===== config.mk =====
export PLATFORM = sky130hd
export DESIGN_NAME = itcm_ctrl_flat
export DESIGN_NICKNAME = d
export VERILOG_FILES = /design/src/rtl/itcm_ctrl_pkg.sv /design/src/rtl/itcm_ctrl_if.sv /design/src/rtl/itcm_rsp_fifo.sv /design/src/rtl/itcm_ctrl.sv /design/src/flat_wrapper.sv
export SDC_FILE = /design/constraint.sdc
export NUM_CORES = 1
export LEC_CHECK = 0
export CORE_ASPECT_RATIO = 1.1
export CORE_MARGIN = 2
export CORE_UTILIZATION = 30
export CTS_BUF_LIST = sky130_fd_sc_hd__clkbuf_4
export DETAILED_ROUTE_END_ITERATION = 16
export MAX_ROUTING_LAYER = met4
export PLACE_DENSITY = 0.58
export SYNTH_ARGS = -nofsm -noshare
export SYNTH_HDL_FRONTEND = slang
export SYNTH_SLANG_ARGS = --single-unit

===== constraint.sdc =====
create_clock -name clk -period 6.7 [get_ports clk]
set_input_delay 1.34 -clock clk [delete_from_list [all_inputs] [get_ports clk]]
set_output_delay 1.34 -clock clk [all_outputs]
set_load 0.01 [all_outputs]

===== src/rtl/itcm_ctrl_pkg.sv =====
// Shared ITCM sizing constants and small types used by the controller and its buffer.
package itcm_ctrl_pkg;

  localparam int unsigned ITCM_ADDR_WIDTH = 16;
  localparam int unsigned ITCM_RAM_DW     = 32;
  localparam int unsigned ITCM_RAM_AW     = ITCM_ADDR_WIDTH - 2;
  localparam int unsigned PC_SIZE         = 32;

  // Occupancy of the 2-entry response buffer (0..2).
  typedef logic [1:0] cnt_t;

  localparam cnt_t RSP_DEPTH = 2'd2;

endpackage


===== src/rtl/itcm_ctrl_if.sv =====
// IFU-to-ITCM fetch port: command channel plus valid/ready response channel.
interface itcm_ctrl_if import itcm_ctrl_pkg::*; #(
  parameter int unsigned ADDR_W = ITCM_ADDR_WIDTH,
  parameter int unsigned DW     = ITCM_RAM_DW
) ();

  logic              cmd_valid;
  logic              cmd_ready;
  logic [ADDR_W-1:0] cmd_addr;
  logic              rsp_valid;
  logic              rsp_ready;
  logic [DW-1:0]     rsp_rdata;

  modport master (
    output cmd_valid, cmd_addr, rsp_ready,
    input  cmd_ready, rsp_valid, rsp_rdata
  );

  modport slave (
    input  cmd_valid, cmd_addr, rsp_ready,
    output cmd_ready, rsp_valid, rsp_rdata
  );

endinterface


===== src/rtl/itcm_rsp_fifo.sv =====
// 2-entry response buffer with wrapping 1-bit pointers and an occupancy count.
module itcm_rsp_fifo import itcm_ctrl_pkg::*; #(
  parameter int unsigned DW = ITCM_RAM_DW
) (
  input  logic          clk,
  input  logic          rst,
  input  logic          push,
  input  logic [DW-1:0] din,
  input  logic          pop,
  output logic [DW-1:0] head,
  output cnt_t          cnt
);

  logic [DW-1:0] mem_q [2];
  logic          wptr_q, rptr_q;
  cnt_t          cnt_q, cnt_d;

  always_comb begin
    cnt_d = cnt_q;
    unique case ({push, pop})
      2'b10:   cnt_d = cnt_q + 2'd1;
      2'b01:   cnt_d = cnt_q - 2'd1;
      default: cnt_d = cnt_q;
    endcase
  end

  always_ff @(posedge clk) begin
    if (rst) begin
      wptr_q <= 1'b0;
      rptr_q <= 1'b0;
      cnt_q  <= '0;
    end else begin
      if (push) wptr_q <= ~wptr_q;
      if (pop)  rptr_q <= ~rptr_q;
      cnt_q <= cnt_d;
    end
  end

  // Storage needs no reset: entries are only read once counted.
  always_ff @(posedge clk) begin
    if (push) mem_q[wptr_q] <= din;
  end

  assign head = mem_q[rptr_q];
  assign cnt  = cnt_q;

endmodule


===== src/rtl/itcm_ctrl.sv =====
// Instruction-side ITCM controller: single-cycle SRAM reads with a 2-entry bypassable
// response buffer and credit-based command flow control.
module itcm_ctrl import itcm_ctrl_pkg::*; #(
  parameter int unsigned ADDR_W = ITCM_ADDR_WIDTH,
  parameter int unsigned DW     = ITCM_RAM_DW,
  parameter int unsigned RAM_AW = ADDR_W - 2
) (
  input  logic              clk,
  input  logic              rst,
  itcm_ctrl_if.slave        ifu2itcm,
  output logic              itcm_ram_cs,
  output logic [RAM_AW-1:0] itcm_ram_addr,
  input  logic [DW-1:0]     itcm_ram_dout
);

  logic          acc;
  logic          pend_q;
  logic          pop;
  logic          fifo_empty;
  logic          fifo_push;
  logic          fifo_pop;
  logic [DW-1:0] fifo_head;
  cnt_t          fifo_cnt;
  logic [1:0]    unused_addr_lsb;

  assign unused_addr_lsb = ifu2itcm.cmd_addr[1:0];

  // Credits count both buffered words and the read in flight, so the buffer cannot overflow
  // and the response channel never feeds back into cmd_ready combinationally.
  assign ifu2itcm.cmd_ready = ~rst & ((fifo_cnt + cnt_t'(pend_q)) < RSP_DEPTH);

  assign acc           = ifu2itcm.cmd_valid & ifu2itcm.cmd_ready;
  assign itcm_ram_cs   = acc;
  assign itcm_ram_addr = RAM_AW'(ifu2itcm.cmd_addr[ADDR_W-1:2]);

  always_ff @(posedge clk) begin
    if (rst) pend_q <= 1'b0;
    else     pend_q <= acc;
  end

  assign fifo_empty         = (fifo_cnt == '0);
  assign ifu2itcm.rsp_valid = ~rst & (~fifo_empty | pend_q);
  assign ifu2itcm.rsp_rdata = fifo_empty ? itcm_ram_dout : fifo_head;

  assign pop       = ifu2itcm.rsp_valid & ifu2itcm.rsp_ready;
  assign fifo_push = pend_q & ~(fifo_empty & pop);
  assign fifo_pop  = pop & ~fifo_empty;

  itcm_rsp_fifo #(
    .DW (DW)
  ) u_rsp_fifo (
    .clk  (clk),
    .rst  (rst),
    .push (fifo_push),
    .din  (itcm_ram_dout),
    .pop  (fifo_pop),
    .head (fifo_head),
    .cnt  (fifo_cnt)
  );

endmodule


===== src/flat_wrapper.sv =====
// flat-port wrapper written by rule: the top's interface ports become plain ports
module itcm_ctrl_flat import itcm_ctrl_pkg::*;
#(
  parameter int unsigned ADDR_W = ITCM_ADDR_WIDTH,
  parameter int unsigned DW     = ITCM_RAM_DW,
  parameter int unsigned RAM_AW = ADDR_W - 2
)
  (clk, rst, itcm_ram_cs, itcm_ram_addr, itcm_ram_dout, ifu2itcm_cmd_valid, ifu2itcm_cmd_addr, ifu2itcm_rsp_ready, ifu2itcm_cmd_ready, ifu2itcm_rsp_valid, ifu2itcm_rsp_rdata);
  itcm_ctrl_if #(.ADDR_W(ADDR_W), .DW(DW)) ifu2itcm_i ();
  input  logic clk;
  input  logic rst;
  output logic itcm_ram_cs;
  output logic [RAM_AW-1:0] itcm_ram_addr;
  input  logic [DW-1:0] itcm_ram_dout;
  input wire logic [$bits(ifu2itcm_i.cmd_valid)-1:0] ifu2itcm_cmd_valid;
  input wire logic [$bits(ifu2itcm_i.cmd_addr)-1:0] ifu2itcm_cmd_addr;
  input wire logic [$bits(ifu2itcm_i.rsp_ready)-1:0] ifu2itcm_rsp_ready;
  output wire logic [$bits(ifu2itcm_i.cmd_ready)-1:0] ifu2itcm_cmd_ready;
  output wire logic [$bits(ifu2itcm_i.rsp_valid)-1:0] ifu2itcm_rsp_valid;
  output wire logic [$bits(ifu2itcm_i.rsp_rdata)-1:0] ifu2itcm_rsp_rdata;
  assign ifu2itcm_i.cmd_valid = ifu2itcm_cmd_valid;
  assign ifu2itcm_i.cmd_addr = ifu2itcm_cmd_addr;
  assign ifu2itcm_i.rsp_ready = ifu2itcm_rsp_ready;
  assign ifu2itcm_cmd_ready = ifu2itcm_i.cmd_ready;
  assign ifu2itcm_rsp_valid = ifu2itcm_i.rsp_valid;
  assign ifu2itcm_rsp_rdata = ifu2itcm_i.rsp_rdata;
  itcm_ctrl #(.ADDR_W(ADDR_W), .DW(DW), .RAM_AW(RAM_AW)) u_core (.clk(clk), .rst(rst), .ifu2itcm(ifu2itcm_i), .itcm_ram_cs(itcm_ram_cs), .itcm_ram_addr(itcm_ram_addr), .itcm_ram_dout(itcm_ram_dout));
endmodule

==> impl_metrics.json <==
{
  "drive_gt1_share_pct": 8.481,
  "vias_per_cell": 4.404,
  "fp.dieW_microns": 99.61,
  "setup_tns_ns": 0,
  "fin_nets": 331,
  "yosysTopAreaCell": "edfxtp_1",
  "fmax_mhz": 238.6,
  "required_ns": 5.36,
  "grt_max_degree": 35,
  "startpoint_type": "primary input",
  "cts_hold_buf": 0,
  "die_h_microns": 109.2,
  "status": "complete, no violations",
  "finalSetupViolCount": 0,
  "ys_seq_elements": 70,
  "synth_cells": 223,
  "grt_pass1_wl_mm": 8.424,
  "wl_per_cell_microns": 13.25,
  "timing.hold.ws_ns": 0.5150,
  "grt_antenna_before_repair": 0,
  "cap_viol_max_count": 0,
  "root_buffer": "clkbuf_4",
  "ctsResizeCount": 0,
  "n_fill_cell": 964,
  "yosysSeqAreaShare_pct": 67.69,
  "power.density_nw_per_um2": 271.1,
  "cts_buffer_depth": 2,
  "endpoint_kind": "primary output",
  "cp-startpoint": "rst",
  "final-seq-area_sq_um": 2043,
  "num_rows": 38,
  "initial_core_util_pct": 30.65,
  "fin_crit_ns": 4.192,
  "grt_use_met2_pct": 17.13,
  "grt_use_total_pct": 10.69,
  "place_area_sq_um": 3705,
  "yosys_warnings": 0,
  "syn_nets": 276,
  "cts_tree": "yes",
  "ir_worst_vdd_mv": 0.1232,
  "synth_top_cell_area_share_pct": 63.71,
  "cts_buffers": 9,
  "post_cts_buffers": 0,
  "num_antenna_cells": 0,
  "first_global_vias": 1746,
  "drc": 0,
  "leakage_nw": 1.278,
  "synth.avg_cell_area_sq_um": 13.53,
  "synth.distinct_cells": 25,
  "ioPinCount": 101,
  "busiest_layer": "met2",
  "first_pass_iters": 4,
  "fin_ws_ns": 2.508,
  "use_met3_pct": 3.141,
  "ctsHtreeMaxLevel": 3,
  "design_area_sq_um": 3841,
  "finalHoldViolations": 0,
  "core_area_sq_um": 9842,
  "rr_startpoint": "u_core.u_rsp_fifo.cnt[1]",
  "worst_pin_slew_ns": 1.035,
  "routabilityCongestion": 0.6616,
  "cp_max_fo": 9,
  "dieArea_sq_um": 10870,
  "crit_arrival_ns": 2.85,
  "rsz0062_at_grt": "false",
  "netlist_top_cells_area": "edfxtp_1, mux2i_1, o21ai_0",
  "hold_start": "u_core.u_rsp_fifo.rptr_q",
  "post-place-ws_ns": 2.495,
  "multi_input_area_sq_um": 799.5,
  "clk_pin_slew_worst_paths_ns": 0.12,
  "area_growth_pct": 27.33,
  "criticalPathCategory": "primary input to primary output",
  "slew_viol_final": 0,
  "io_buffers": 70,
  "clock_latency_ns": 0.40,
  "ant_nets": 0,
  "grt_overflow": 0,
  "clkSinkCount": 70,
  "routed_wirelength_mm": 5.339,
  "dp_hpwl_mm": 3.275,
  "slew_headroom_pct": 30.97,
  "drt_first_iter_violations": 78,
  "fin_worst_skew_ns": 0.01653,
  "fin_crit_sh_pct": 62.56,
  "use_met1_pct": 12.02,
  "hold_class": "register to register",
  "dr_total_vias": 1775,
  "netlist_area_sq_um": 3017
}
through the flow:
step | utilization (%) | instances | total power [W]
after floorplan | - | 223 | 0.0006698
after global placement | 37.64 | 387 | 0.0007918
after detailed placement | 37.64 | 387 | 0.0007960
after CTS | 39.03 | 403 | 0.001065
after global routing | 39.03 | 403 | 0.001105
final | 39.03 | 403 | 0.001041
layout make-up:
class,count,area share (%)
Clock buffer,10,1.954
Clock inverter,6,1.596
Multi-Input combinational cell,125,20.81
Timing Repair Buffer,71,18.44
Inverter,1,0.09772
Sequential cell,70,53.19
Tap cell,120,3.909
state kept, by name (all words and copies together), names as in the netlist, named ones only:
register	count
u_core.u_rsp_fifo.wptr_q	1
u_core.u_rsp_fifo.mem_q	64
u_core.u_rsp_fifo.rptr_q	1
u_core.pend_q	1
u_core.u_rsp_fifo.cnt	2
synthesized netlist by cell type:
cell / instances
buf_2: 5
o21ai_0: 34
a21o_2: 1
nand2b_1: 1
o21ai_2: 1
nor2_1: 10
or2_2: 1
a21oi_1: 2
ha_1: 1
xnor2_1: 1
xor2_1: 2
buf_4: 17
or3_1: 1
nor2_4: 1
edfxtp_1: 64
a21boi_2: 1
dfxtp_1: 6
and2_1: 2
nand2_1: 32
mux2_2: 1
clkbuf_1: 3
inv_1: 1
mux2i_1: 32
buf_6: 2
nand3_1: 1
routing by layer:
metal / up-vias / part of all wire [%] / routed length [microns]
li1: 901 / - / -
met1: 810 / 45 / 2396
met2: 52 / 48 / 2565
met3: 12 / 4.9 / 260
met4: 0 / 2.2 / 116
met5: - / 0 / 0
kinds of logic after synthesis:
kind of cell	count (synthesis)	synth area share [%]
adders and majority gates	1	0.4147
DFF	70	67.69
buffers and inverters	28	6.304
muxes	33	10.99
AOI/OAI and AO/OA	39	6.927
xor gates and xnor gates	3	0.8712
and+or+nand+nor	49	6.803
power by group:
part	switching, W	leakage (nW)	total (W)	internal (W)
Combinational	0.000117	0.575	0.000258	0.000141
Clock	0.000144	0.0681	0.000261	0.000117
Sequential	0.0000228	0.634	0.000523	0.000500
critical path, stage by stage:
cell and delay [ns]:
clkdlybuf4s50_1 0.57, a21oi_1 0.26, and2_1 0.16, clkdlybuf4s50_1 0.53
layout by cell type (no fill, tap or decap), drive strengths merged:
master | netlist | layout
bufinv | 0 | 1
mux2 | 1 | 1
a21o | 1 | 1
a21boi | 1 | 1
ha | 1 | 1
inv | 1 | 2
clkinv | 0 | 2
o21ai | 35 | 35
nand2 | 32 | 32
edfxtp | 64 | 64
nand2b | 1 | 1
clkinvlp | 0 | 2
xor2 | 2 | 2
dfxtp | 6 | 6
and2 | 2 | 2
a21oi | 2 | 2
clkdlybuf4s50 | 0 | 70
nor2 | 11 | 11
mux2i | 32 | 32
nand3 | 1 | 1
or2 | 1 | 1
xnor2 | 1 | 1
clkbuf | 3 | 10
or3 | 1 | 1
buf | 24 | 1
worst paths after layout:
check                           slack (ns)  cells after the start                        to
worst max-delay path                  2.51                      4               itcm_ram_cs
worst min register to register        0.51                      2                  register
worst max register to register        4.30                      6  u_core.u_rsp_fifo.cnt[1]
worst min-delay path                  0.51                      2                  register
No activity file was read; power rests on OpenSTA's default activity.
